$ cat config.mk
export PLATFORM = sky130hd
export DESIGN_NAME = uart_rx_buffered
export DESIGN_NICKNAME = d
export VERILOG_FILES = /design/src/rtl/uart_pkg.sv /design/src/rtl/uart_rx_fifo.sv /design/src/rtl/uart_rx_buffered.sv
export SDC_FILE = /design/constraint.sdc
export NUM_CORES = 1
export LEC_CHECK = 0
export ABC_AREA = 0
export BUFFER_PORTS_ARGS = -buffer_cell sky130_fd_sc_hd__buf_2
export CAP_MARGIN = 5
export CORE_MARGIN = 3
export CORE_UTILIZATION = 38
export DETAILED_ROUTE_END_ITERATION = 6
export GPL_ROUTABILITY_DRIVEN = 0
export PLACE_DENSITY_LB_ADDON = 0.05
export SYNTH_ARGS = -nofsm -noshare
export SYNTH_HDL_FRONTEND = slang
export SYNTH_SLANG_ARGS = --single-unit
export TNS_END_PERCENT = 20
$ cat constraint.sdc
create_clock -name clk -period 4.9 [get_ports clk]
set_input_delay 0.98 -clock clk [delete_from_list [all_inputs] [get_ports clk]]
set_output_delay 0.98 -clock clk [all_outputs]
set_load 0.005 [all_outputs]
$ cat src/rtl/uart_pkg.sv
// Shared definitions for the buffered UART receiver: FSM states, oversampling
// constants and the baud divider calculation.
package uart_pkg;

  localparam int OVS       = 16;
  localparam int DATA_BITS = 8;

  typedef enum logic [2:0] {
    IDLE,
    START,
    DATA,
    STOP,
    BRK
  } rx_state_e;

  // Clock cycles per oversample tick, rounded to nearest.
  function automatic int calc_div(input int clk_hz, input int baud);
    return (clk_hz + baud * 8) / (baud * 16);
  endfunction

endpackage

$ cat src/rtl/uart_rx_fifo.sv
// Generic synchronous FIFO, depth 2**AW, combinational head output.
// A push while full is accepted only when a pop happens in the same cycle.
module uart_rx_fifo #(
  parameter int W  = 8,
  parameter int AW = 4
) (
  input  logic          clk,
  input  logic          rst_n,
  input  logic          push_i,
  input  logic [W-1:0]  wdata_i,
  input  logic          pop_i,
  output logic [W-1:0]  rdata_o,
  output logic          full_o,
  output logic          empty_o,
  output logic [AW:0]   count_o
);

  localparam int DEPTH = 1 << AW;
  localparam logic [AW-1:0] PTR_ONE = AW'(1);
  localparam logic [AW:0]   CNT_ONE = (AW + 1)'(1);

  logic [W-1:0]  mem_q [DEPTH];
  logic [AW-1:0] wr_ptr_q;
  logic [AW-1:0] rd_ptr_q;
  logic [AW:0]   count_q;
  logic          push_ok;
  logic          pop_ok;

  assign empty_o = (count_q == '0);
  assign full_o  = count_q[AW];
  assign count_o = count_q;
  assign rdata_o = mem_q[rd_ptr_q];

  assign pop_ok  = pop_i & ~empty_o;
  assign push_ok = push_i & (~full_o | pop_i);

  always_ff @(posedge clk or negedge rst_n) begin
    if (!rst_n) begin
      for (int i = 0; i < DEPTH; i++) mem_q[i] <= '0;
      wr_ptr_q <= '0;
      rd_ptr_q <= '0;
      count_q  <= '0;
    end else begin
      if (push_ok) begin
        mem_q[wr_ptr_q] <= wdata_i;
        wr_ptr_q        <= wr_ptr_q + PTR_ONE;
      end
      if (pop_ok) rd_ptr_q <= rd_ptr_q + PTR_ONE;
      case ({push_ok, pop_ok})
        2'b10:   count_q <= count_q + CNT_ONE;
        2'b01:   count_q <= count_q - CNT_ONE;
        default: count_q <= count_q;
      endcase
    end
  end

endmodule

$ cat src/rtl/uart_rx_buffered.sv
// 16x oversampled 8N1 UART receiver with receive buffer and sticky error flags.
// Define UART_RX_FIFO_EN for a 2**FIFO_AW deep FIFO; otherwise one holding register.
module uart_rx_buffered
  import uart_pkg::*;
#(
  parameter int CLK_HZ  = 24000000,
  parameter int BAUD    = 115200,
  parameter int FIFO_AW = 4
) (
  input  logic       clk,
  input  logic       rst_n,
  input  logic       rx,
  input  logic       pop,
  input  logic       clr_err,
  output logic       rx_valid,
  output logic [7:0] rx_data,
  output logic       frame_err,
  output logic       overrun
);

  localparam int DIV = calc_div(CLK_HZ, BAUD);
  localparam int TW  = (DIV > 1) ? $clog2(DIV) : 1;
  localparam logic [TW-1:0] TICK_LAST = TW'(DIV - 1);
  localparam logic [3:0]    MID_SAMP  = 4'(OVS / 2 - 1);
  localparam logic [3:0]    LAST_SAMP = 4'(OVS - 1);
  localparam logic [2:0]    LAST_BIT  = 3'(DATA_BITS - 1);

  logic [TW-1:0] tick_cnt_q;
  logic          tick;
  logic [1:0]    sync_q;
  logic          rx_s;
  rx_state_e     state_q;
  logic [3:0]    samp_q;
  logic [2:0]    bit_q;
  logic [7:0]    shift_q;
  logic          push;
  logic          fe_set;
  logic          ov_set;
  logic          frame_err_q;
  logic          overrun_q;

  assign tick = (tick_cnt_q == TICK_LAST);

  always_ff @(posedge clk or negedge rst_n) begin
    if (!rst_n) tick_cnt_q <= '0;
    else        tick_cnt_q <= tick ? '0 : tick_cnt_q + TW'(1);
  end

  // Synchroniser resets to the idle line level so reset does not look like a start bit.
  always_ff @(posedge clk or negedge rst_n) begin
    if (!rst_n) sync_q <= 2'b11;
    else        sync_q <= {sync_q[0], rx};
  end
  assign rx_s = sync_q[1];

  always_ff @(posedge clk or negedge rst_n) begin
    if (!rst_n) begin
      state_q <= IDLE;
      samp_q  <= '0;
      bit_q   <= '0;
      shift_q <= '0;
    end else if (tick) begin
      unique case (state_q)
        IDLE: if (!rx_s) begin
          state_q <= START;
          samp_q  <= '0;
        end
        START: begin
          if (samp_q == MID_SAMP) begin
            samp_q <= '0;
            bit_q  <= '0;
            state_q <= rx_s ? IDLE : DATA;
          end else begin
            samp_q <= samp_q + 4'd1;
          end
        end
        DATA: begin
          samp_q <= samp_q + 4'd1;
          if (samp_q == LAST_SAMP) begin
            shift_q <= {rx_s, shift_q[7:1]};
            if (bit_q == LAST_BIT) state_q <= STOP;
            else                   bit_q   <= bit_q + 3'd1;
          end
        end
        STOP: begin
          samp_q <= samp_q + 4'd1;
          if (samp_q == LAST_SAMP) state_q <= rx_s ? IDLE : BRK;
        end
        BRK: if (rx_s) state_q <= IDLE;
        default: state_q <= IDLE;
      endcase
    end
  end

  // Stop-bit sample decides between delivering the byte and flagging a frame error.
  assign push   = tick && (state_q == STOP) && (samp_q == LAST_SAMP) && rx_s;
  assign fe_set = tick && (state_q == STOP) && (samp_q == LAST_SAMP) && !rx_s;

`ifdef UART_RX_FIFO_EN
  logic             fifo_full;
  logic             fifo_empty;
  logic [FIFO_AW:0] fifo_count;

  uart_rx_fifo #(
    .W  (8),
    .AW (FIFO_AW)
  ) u_fifo (
    .clk     (clk),
    .rst_n   (rst_n),
    .push_i  (push),
    .wdata_i (shift_q),
    .pop_i   (pop),
    .rdata_o (rx_data),
    .full_o  (fifo_full),
    .empty_o (fifo_empty),
    .count_o (fifo_count)
  );

  assign rx_valid = ~fifo_empty;
  assign ov_set   = push && fifo_full && !pop;

  always_comb assert (fifo_empty == (fifo_count == '0));
`else
  logic [7:0] hold_q;
  logic       valid_q;

  // A new byte always replaces the held one; losing an unread byte is an overrun.
  always_ff @(posedge clk or negedge rst_n) begin
    if (!rst_n) begin
      hold_q  <= '0;
      valid_q <= 1'b0;
    end else if (push) begin
      hold_q  <= shift_q;
      valid_q <= 1'b1;
    end else if (pop) begin
      valid_q <= 1'b0;
    end
  end

  assign rx_valid = valid_q;
  assign rx_data  = hold_q;
  assign ov_set   = push && valid_q && !pop;
`endif

  always_ff @(posedge clk or negedge rst_n) begin
    if (!rst_n) begin
      frame_err_q <= 1'b0;
      overrun_q   <= 1'b0;
    end else begin
      frame_err_q <= fe_set | (frame_err_q & ~clr_err);
      overrun_q   <= ov_set | (overrun_q & ~clr_err);
    end
  end

  assign frame_err = frame_err_q;
  assign overrun   = overrun_q;

endmodule

# After elaboration in Yosys (flattened, before gate mapping)
# Cells that the tools add are included.
[classes]
n_addsub = 3
eq_ne = 15
muxes = 19
n_bitwise = 5
reduce_logical = 17
[op_table]
columns = ["op", "n"]
rows = [
  ["2-to-1 mux 3 bit", 10],
  ["case mux 3 bit (5 select lines)", 1],
  ["inequality test 2 bit, second input constant", 7],
  ["2-to-1 mux 4 bit", 3],
  ["case mux 4 bit (3 select lines)", 1],
  ["adder 4 x 1 -> 4 bit, second input constant", 2],
  ["== test 4 bit, second input constant", 2],
  ["AND reduction 7 bit", 1],
  ["== test 3 x 2 -> 1 bit, second input constant", 2],
  ["== test 3 bit, second input constant", 2],
  ["logical AND 1 bit", 6],
  ["case mux 3 bit (2 select lines)", 1],
  ["AND reduction 3 bit", 2],
  ["AND reduction 5 bit", 1],
  ["== test 4 x 3 -> 1 bit, second input constant", 1],
  ["nonzero test 2 bit", 2],
  ["adder 3 x 1 -> 3 bit, second input constant", 1],
  ["== test 3 x 1 -> 1 bit, second input constant", 1],
  ["zero test 3 bit", 1],
  ["nonzero test 3 bit", 1],
  ["AND 1 bit", 2],
  ["zero test 1 bit", 2],
  ["2-to-1 mux 1 bit", 2],
  ["2-to-1 mux 2 bit", 1],
  ["other kinds (3)", 4],
]
[word_totals]
register_bits = 35
out_inout_bits = 11
wordCells = 69

# Logic depth before layout (Yosys ltp)
# Gate-level depths: netlist of run 1.
[logic_depth]
word_depth = 7
mapped_depth = 8
depth_no_buf = 7

# Worst setup path before layout of run 1
# Ideal clock, no wire load.
[synth_timing]
path_type = "register to register"
startpoint = "reg tick_cnt_q[0]"
endpoint = "reg hold_q[0] (netlist: rx_data[0])"
t_arrival_ns = 1.777
t_required_ns = 4.775
slack_ns = 2.999
stages_incl_launch_ff = 7
n_path_buf = 0
path_cell_list = "dfrtp_1 -> inv_1 -> ha_1 -> nand3_2 -> or2_4 -> nor3_4 -> mux2_2"
[synth_via]
elab_chain_cells = 4
[synth_lines]
columns = ["item", "line_no", "source"]
rows = [
  ["start: declaration", "uart_rx_buffered.sv:28", "logic [TW-1:0] tick_cnt_q;"],
  ["start signal: assignment", "uart_rx_buffered.sv:46", "else tick_cnt_q <= tick ? '0 : tick_cnt_q + TW'(1);"],
  ["== test 4 bit", "uart_rx_buffered.sv:42", "assign tick = (tick_cnt_q == TICK_LAST);"],
  ["logical AND 1 bit (3 in series)", "uart_rx_buffered.sv:96", "assign push = tick && (state_q == STOP) && (samp_q == LAST_SAMP) && rx_s;"],
  ["end signal: assignment", "uart_rx_buffered.sv:133", "hold_q <= shift_q;"],
  ["end: declaration", "uart_rx_buffered.sv:124", "logic [7:0] hold_q;"],
]
# No other way between the ends.
# A chain may end at the register's enable or synchronous reset.

# Final worst setup path of run 1
[layout_timing]
startpoint = "reg tick_cnt_q[0]"
endpoint = "reg hold_q[1] (netlist: rx_data[1])"
# Same word-level chain as after synthesis.

==> results by group, run 1 <==
Outcome
  • Outcome: complete, no violations

Die
  • Core region area: 3830 sq um
  • Chip width: 70.6 um
  • Core Rows: 22
  • Height of the die: 70.6 um
  • Ports: 16
  • Total die area: 4980 sq um
  • Starting density of the core: 41.4%

STA
  • FMAX: 0.470 GHz
  • Final Max Slew Viols: 0
  • Final Hold Vio Count: 0
  • Final hold slack: about 0.36 ns
  • Final period util: 43.4%
  • Clk_skew: around 0.0047 ns
  • Fin Setup TNS: 0 ns
  • Finish-stage setup viols: 0
  • RSZ-0062 raised after global routing: false
  • Slew margin rel.: about half
  • Post-layout min period: 2.13 ns
  • Worst-margin pin slew: 0.749 ns

Cells and area
  • Final nets: 159
  • N_diodes: 0
  • Share of layout cells above drive strength 1: 34.0%
  • Non-Filler Instances: 198
  • Layout area overhead: 14.8%

Synth
  • Cell Area, Synth: 1590 sq um
  • Synthesis Warnings: 0
  • Number of synthesized register bits: 35
  • Avg Cell Area, Syn: 12.1 sq um
  • Syn nets: 141
  • Register area share after synthesis: between 50% and 60%
  • Mapped Cells: 131
  • Unique cell type count in the Yosys netlist: 36

Power and ir drop
  • Sequential power share: 51.2%
  • Share of total power in combinational logic: 3.9%
  • Psw: 0.119 mW
  • Clock power share: 45.0%
  • Max VDD drop: between 150 and 200 uV
  • Cell internal pwr: 0.466 mW
  • Switching share of power: 20.4%
  • P_leak: 0.896 nW
  • P per Cell Area: 322 nW/um^2

CTS
  • CTS root buf: clkbuf_8
  • # hold bufs at CTS: 0
  • Total clock sinks: 35
  • Clock-pin slew of the registers on the worst-case setup and hold paths: 0.07 ns
  • Clock buffer depth: 2
  • Clk_lat worst skew: 0.28 ns
  • Postcts setup bufs: 0
  • Cts bufs inserted: 5
  • Post-CTS sizing: 0
  • H-tree lvl count: 2
  • CTS tree: built

Global route
  • Largest net degree at the start of global routing: 36
  • Gr ovfl total: 0
  • Number of global-route vias before repair: between 1000 and 1500
  • First-pass GRT wire length: between 4000 and 5000 um
  • Initial antenna violation count: 0
  • Global Route Usage Sum: 12.5%

Placement
  • IO Port Bufs: 15
  • Hpwl dp: 1980 um
  • Post-Place Cells: 190

Route
  • Avg WL per Cell: 13.8 um
  • Vias/cell: ~5.1
  • First DRT Iteration DRCs: 27
  • DRT Wirelength: 2730 um
  • Via count: 1017
  • # DRC: 0
  • First-pass iteration count of the detailed router: 4
  • Detail Route Antenna Nets: 0

Worst setup path
  • CP arrival: between 2 and 2.5 ns
  • Kind of critical path: reg -> reg
  • Crit end category: flip-flop
  • Startpoint Class: flip-flop
  • Crit. Startpoint: tick_cnt_q[0]
  • CP max FO: 10
  • Reg2Reg Launch Point: tick_cnt_q[0]
  • CP required: 5.06 ns
  • R2R Setup Slk: 2.77 ns

Worst hold path
  • Worst Hold Class: reg -> reg
  • Hold_sp: sync_q[0]

Flow run
  • Max-cap check violation count: 0
## routing by layer
layer  global-route usage (%)  wire, um
met1                     15.3      1250
met2                     19.6      1360
met3                     4.40       105
met4                     6.26        20
met5                        0         0
## power groups by stage
stage	logic (mW)	clock network [mW]	registers, mW
global route	0.0269	0.286	0.300
finish	0.0227	0.263	0.299
CTS	0.0236	0.275	0.299
global placement	0.0234	0	0.305
detailed placement	0.0236	0	0.305
floorplan	0.0165	0	0.301
## cell usage after synthesis
master | count | share of area, %
dfrtp_1 | 33 | 52
nand4b_1 | 1 | 0.55
a32o_1 | 1 | 0.63
nor3_2 | 1 | 0.63
o21ai_0 | 5 | 1.6
or3_1 | 2 | 0.79
nand3_2 | 1 | 0.63
o21a_1 | 1 | 0.47
or2_1 | 1 | 0.39
mux2i_1 | 2 | 1.3
a21o_2 | 1 | 0.55
nor2_4 | 1 | 0.71
nand2_1 | 11 | 2.6
clkbuf_1 | 1 | 0.24
nor2b_1 | 1 | 0.39
buf_2 | 3 | 0.95
o41ai_1 | 1 | 0.55
nand3_1 | 2 | 0.63
xor2_1 | 1 | 0.55
a22o_1 | 2 | 1.1
dfstp_2 | 2 | 3.3
a311oi_1 | 1 | 0.55
inv_1 | 7 | 1.7
nor2_1 | 8 | 1.9
a31oi_1 | 1 | 0.39
nand3b_1 | 2 | 0.95
nor3_4 | 1 | 1.0
or2_4 | 1 | 0.55
o211ai_1 | 1 | 0.47
mux2_2 | 20 | 14
ha_1 | 5 | 3.9
a21o_1 | 1 | 0.47
xnor2_1 | 1 | 0.55
a21oi_1 | 4 | 1.3
nor3_1 | 3 | 0.95
a211oi_1 | 1 | 0.47
## worst paths after layout
path / depth (start not counted) / endpoint
worst max-delay path: 6 / rx_data[1]
worst min-delay path: 0 / sync_q[1]
worst max register to register: 6 / rx_data[1]
worst min register to register: 0 / sync_q[1]
max in group asynchronous: 1 / state_q[0]
min in group asynchronous: 1 / state_q[1]
## sequential cells by signal (all words and copies together) (netlist names)
signal,count
frame_err,1
rx_data,8
rx_valid,1
bit_q,3
samp_q,4
shift_q,8
tick_cnt_q,4
overrun,1
sync_q,2
state_q,3
## layout by cell type (no fill, tap or decap), drive strengths merged, types with 2 or more instances in the layout
cell type,netlist,final
dfrtp,33,33
mux2,20,20
buf,3,15
nand2,11,11
nor2,9,9
inv,7,7
clkbuf,1,6
o21ai,5,5
ha,5,5
nor3,5,5
a21oi,4,4
nand3,3,3
mux2i,2,2
nand3b,2,2
a22o,2,2
or3,2,2
dfstp,2,2
or2,2,2
a21o,2,2
## critical path: stages, from the launching register on
cell,delay [ns]
dfrtp_1,0.41
inv_1,0.10
ha_1,0.23
nand3_2,0.14
or2_4,0.30
nor3_4,0.45
mux2_2,0.39
## cell type report
class                           instances  area, sq um
Clock buffer                            6         82.6
Tap cell                               48         60.1
Fill cell                             351         2010
Clock inverter                          2         35.0
Timing Repair Buffer                   15         75.1
Sequential cell                        35          878
Inverter                                7         26.3
Multi-Input combinational cell         85          662
## kinds of logic (layout without fill, tap and decap cells)
kind of cell | after synthesis | in the layout | share of synthesized area (%)
AND/OR/NAND/NOR | 36 | 36 | 12.7
AO/OA/AOI/OAI | 20 | 20 | 8.53
buffers and inverters | 11 | 30 | 2.84
flip-flops | 35 | 35 | 55.4
adder cells (fa/ha/maj) | 5 | 5 | 3.95
XOR/XNOR | 2 | 2 | 1.11
multiplexers | 22 | 22 | 15.5
## stage by stage
step / utilization, % / cell area, sq um / setup slack [ns] / power [mW]
floorplan: - / 1590 / 3.00 / 0.318
global placement: 44.5 / 1700 / 2.84 / 0.328
detailed placement: 44.5 / 1700 / 2.76 / 0.328
CTS: 47.5 / 1820 / 2.76 / 0.598
global route: 47.5 / 1820 / 2.59 / 0.613
finish: 47.5 / 1820 / 2.77 / 0.585
No activity file was read; power rests on OpenSTA's default activity.
==> inputs of run 2 (changes only) <==
==> constraint.sdc (replaced) <==
create_clock -name clk -period 2.1 [get_ports clk]
set_input_delay 0.42 -clock clk [delete_from_list [all_inputs] [get_ports clk]]
set_output_delay 0.42 -clock clk [all_outputs]
set_load 0.005 [all_outputs]
==> results by group, run 2 (same netlist as run 1, synthesis figures left out) <==
Die
  • Core region area: 3830 sq um (unchanged)
  • Height of the die: 70.6 um (unchanged)
  • Starting density of the core: 41.4% (unchanged)
  • Core Rows: 22 (unchanged)
  • Total die area: 4980 sq um (unchanged)
  • Chip width: 70.6 um (unchanged)
  • Ports: 16 (unchanged)

CTS
  • Total clock sinks: 35 (unchanged)
  • Cts bufs inserted: 5 (unchanged)
  • Clk_lat worst skew: 0.28 ns (about the same)
  • Post-CTS sizing: 0 (unchanged)
  • Postcts setup bufs: 0 (unchanged)
  • Clock-pin slew of the registers on the worst-case setup and hold paths: 0.07 ns (about the same)
  • H-tree lvl count: 2 (unchanged)
  • # hold bufs at CTS: 0 (unchanged)
  • CTS tree: built
  • Clock buffer depth: 2 (unchanged)
  • CTS root buf: clkbuf_8

Cells and area
  • N_diodes: 0 (unchanged)
  • Most frequent cells in the layout: dfrtp_1, mux2_2, buf_2
  • # fillers: 351 (unchanged)
  • Final nets: 160 (+0.63%)
  • Layout area overhead: 14.0%
  • Share of layout cells above drive strength 1: 33.8% (-0.23 points)
  • Commonest non-fill, non-tap cell in the layout: dfrtp_1

Power and ir drop
  • P_leak: 0.884 nW (-1.3%)
  • Power, Total: 1.22 mW (+110%)
  • Max VDD drop: 425 uV (+160%)
  • P per Cell Area: 676 nW/um^2 (+110%)

STA
  • Finish-stage setup viols: 0 (unchanged)
  • Clk_skew: 0.00401 ns (-0.000660 ns)
  • Slew margin rel.: 49.4% (-0.67 points)
  • Final Max Slew Viols: 0 (unchanged)
  • RSZ-0062 raised after global routing: false
  • Final Hold Vio Count: 0 (unchanged)
  • Final period util: 94.3% (+51 points)
  • FMAX: 0.505 GHz (+7.4%)
  • Post-layout min period: 1.98 ns (-0.147 ns)
  • Worst-margin pin slew: 0.759 ns (+0.0100 ns)
  • Fin Setup TNS: 0 ns (unchanged)

Route
  • DR WL met3: 79 um (-25%)
  • Avg WL per Cell: 14.1 um (+2.0%)
  • Met2 WL: 1350 um (-0.37%)
  • Detail Route Antenna Nets: 0 (unchanged)
  • Top sig layer: met4
  • First DRT Iteration DRCs: 36 (+33%)
  • Via count: 1026 (+0.88%)
  • DRT Wirelength: 2800 um (+2.6%)
  • Wl on met1: 1340 um (+7.1%)
  • Vias/cell: 5.16 (+0.38%)
  • # DRC: 0 (unchanged)
  • First-pass iteration count of the detailed router: 4 (unchanged)

Global route
  • First-pass GRT wire length: 4860 um (+1.4%)
  • Initial antenna violation count: 0 (unchanged)
  • Gr ovfl total: 0 (unchanged)
  • Global Route Usage Sum: 12.6% (+0.13 points)
  • Number of global-route vias before repair: 1084 (+4.3%)
  • Largest net degree at the start of global routing: 36 (unchanged)

Worst hold path
  • Worst Hold Class: in -> async

Worst setup path
  • Worst reg2reg path depth: 7 (+1)
  • Reg-to-Reg End: rx_data[5]
  • CP max FO: 10 (unchanged)
  • Startpoint Class: flip-flop
  • Crit end category: flip-flop
  • R2R Setup Slk: 0.12 ns (-2.65 ns)
  • CP required: 2.27 ns (-2.79 ns)
  • CP arrival: 2.15 ns (-0.14 ns)
  • Kind of critical path: reg -> reg
  • Reg2Reg Launch Point: tick_cnt_q[0]

Placement
  • IO Port Bufs: 15 (unchanged)
  • Hpwl dp: 1990 um (+0.60%)

Outcome
  • Outcome: complete, no violations

Flow run
  • Max-cap check violation count: 0 (unchanged)
## run 2: cell types whose count changed in the layout (fill, tap and decap cells not counted)
| cell | before | now |
|---|---|---|
| clkbuf_1 | 0 | 1 |
| clkbuf_8 | 6 | 5 |
| buf_12 | 0 | 1 |
| clkinvlp_4 | 0 | 1 |
| bufinv_16 | 1 | 0 |
## run 2: worst max-delay path: stages, from the launching register on
cell and delay (ns):
dfrtp_1 0.42, inv_1 0.10, ha_1 0.22, nand3_2 0.14, or2_4 0.30, nor3_4 0.20, buf_12 0.15, mux2_2 0.33
## run 2: how the worst max path moves through the flow
stage	depth (start not counted)	from	end
floorplan	6	tick_cnt_q[0]	rx_data[0]
global placement	5	state_q[0]	state_q[0]
detailed placement	7	tick_cnt_q[0]	rx_data[1]
CTS	7	tick_cnt_q[0]	rx_data[1]
global route	7	tick_cnt_q[0]	rx_data[2]
finish	7	tick_cnt_q[0]	rx_data[5]
## run 2: metal layers
layer | GRT usage [%] | vias up
li1 | - | 498
met1 | 15.7 | 508
met2 | 19.5 | 16
met3 | 4.97 | 4
met4 | 5.64 | 0
met5 | 0 | -
## run 2: final cells by class
class | instances | area, sq um | area share [%]
sequential | 35 | 878 | 48.6
clock buffer | 6 | 72.6 | 4.02
inverter | 7 | 26.3 | 1.45
tap | 48 | 60.1 | 3.32
multi-input combinational | 85 | 662 | 36.6
timing repair buffer | 16 | 95.1 | 5.26
clock inverter | 2 | 12.5 | 0.693
## run 2: report_power, final
part	total (mW)	switching [mW]	internal, mW
Combinational	0.0538	0.0344	0.0194
Clock	0.470	0.238	0.232
Sequential	0.698	0.0143	0.684
Total	1.22	0.287	0.935
## run 2: stage by stage
stage	worst slack, ns	instances	area, sq um	hold slack (ns)	utilization, %
floorplan	0.199	131	1590	0.124	-
global placement	0.173	191	1720	0.346	45.0
detailed placement	0.130	191	1720	0.347	45.0
CTS	0.116	199	1810	0.215	47.2
global route	0.0124	199	1810	0.200	47.2
finish	0.120	199	1810	0.203	47.2
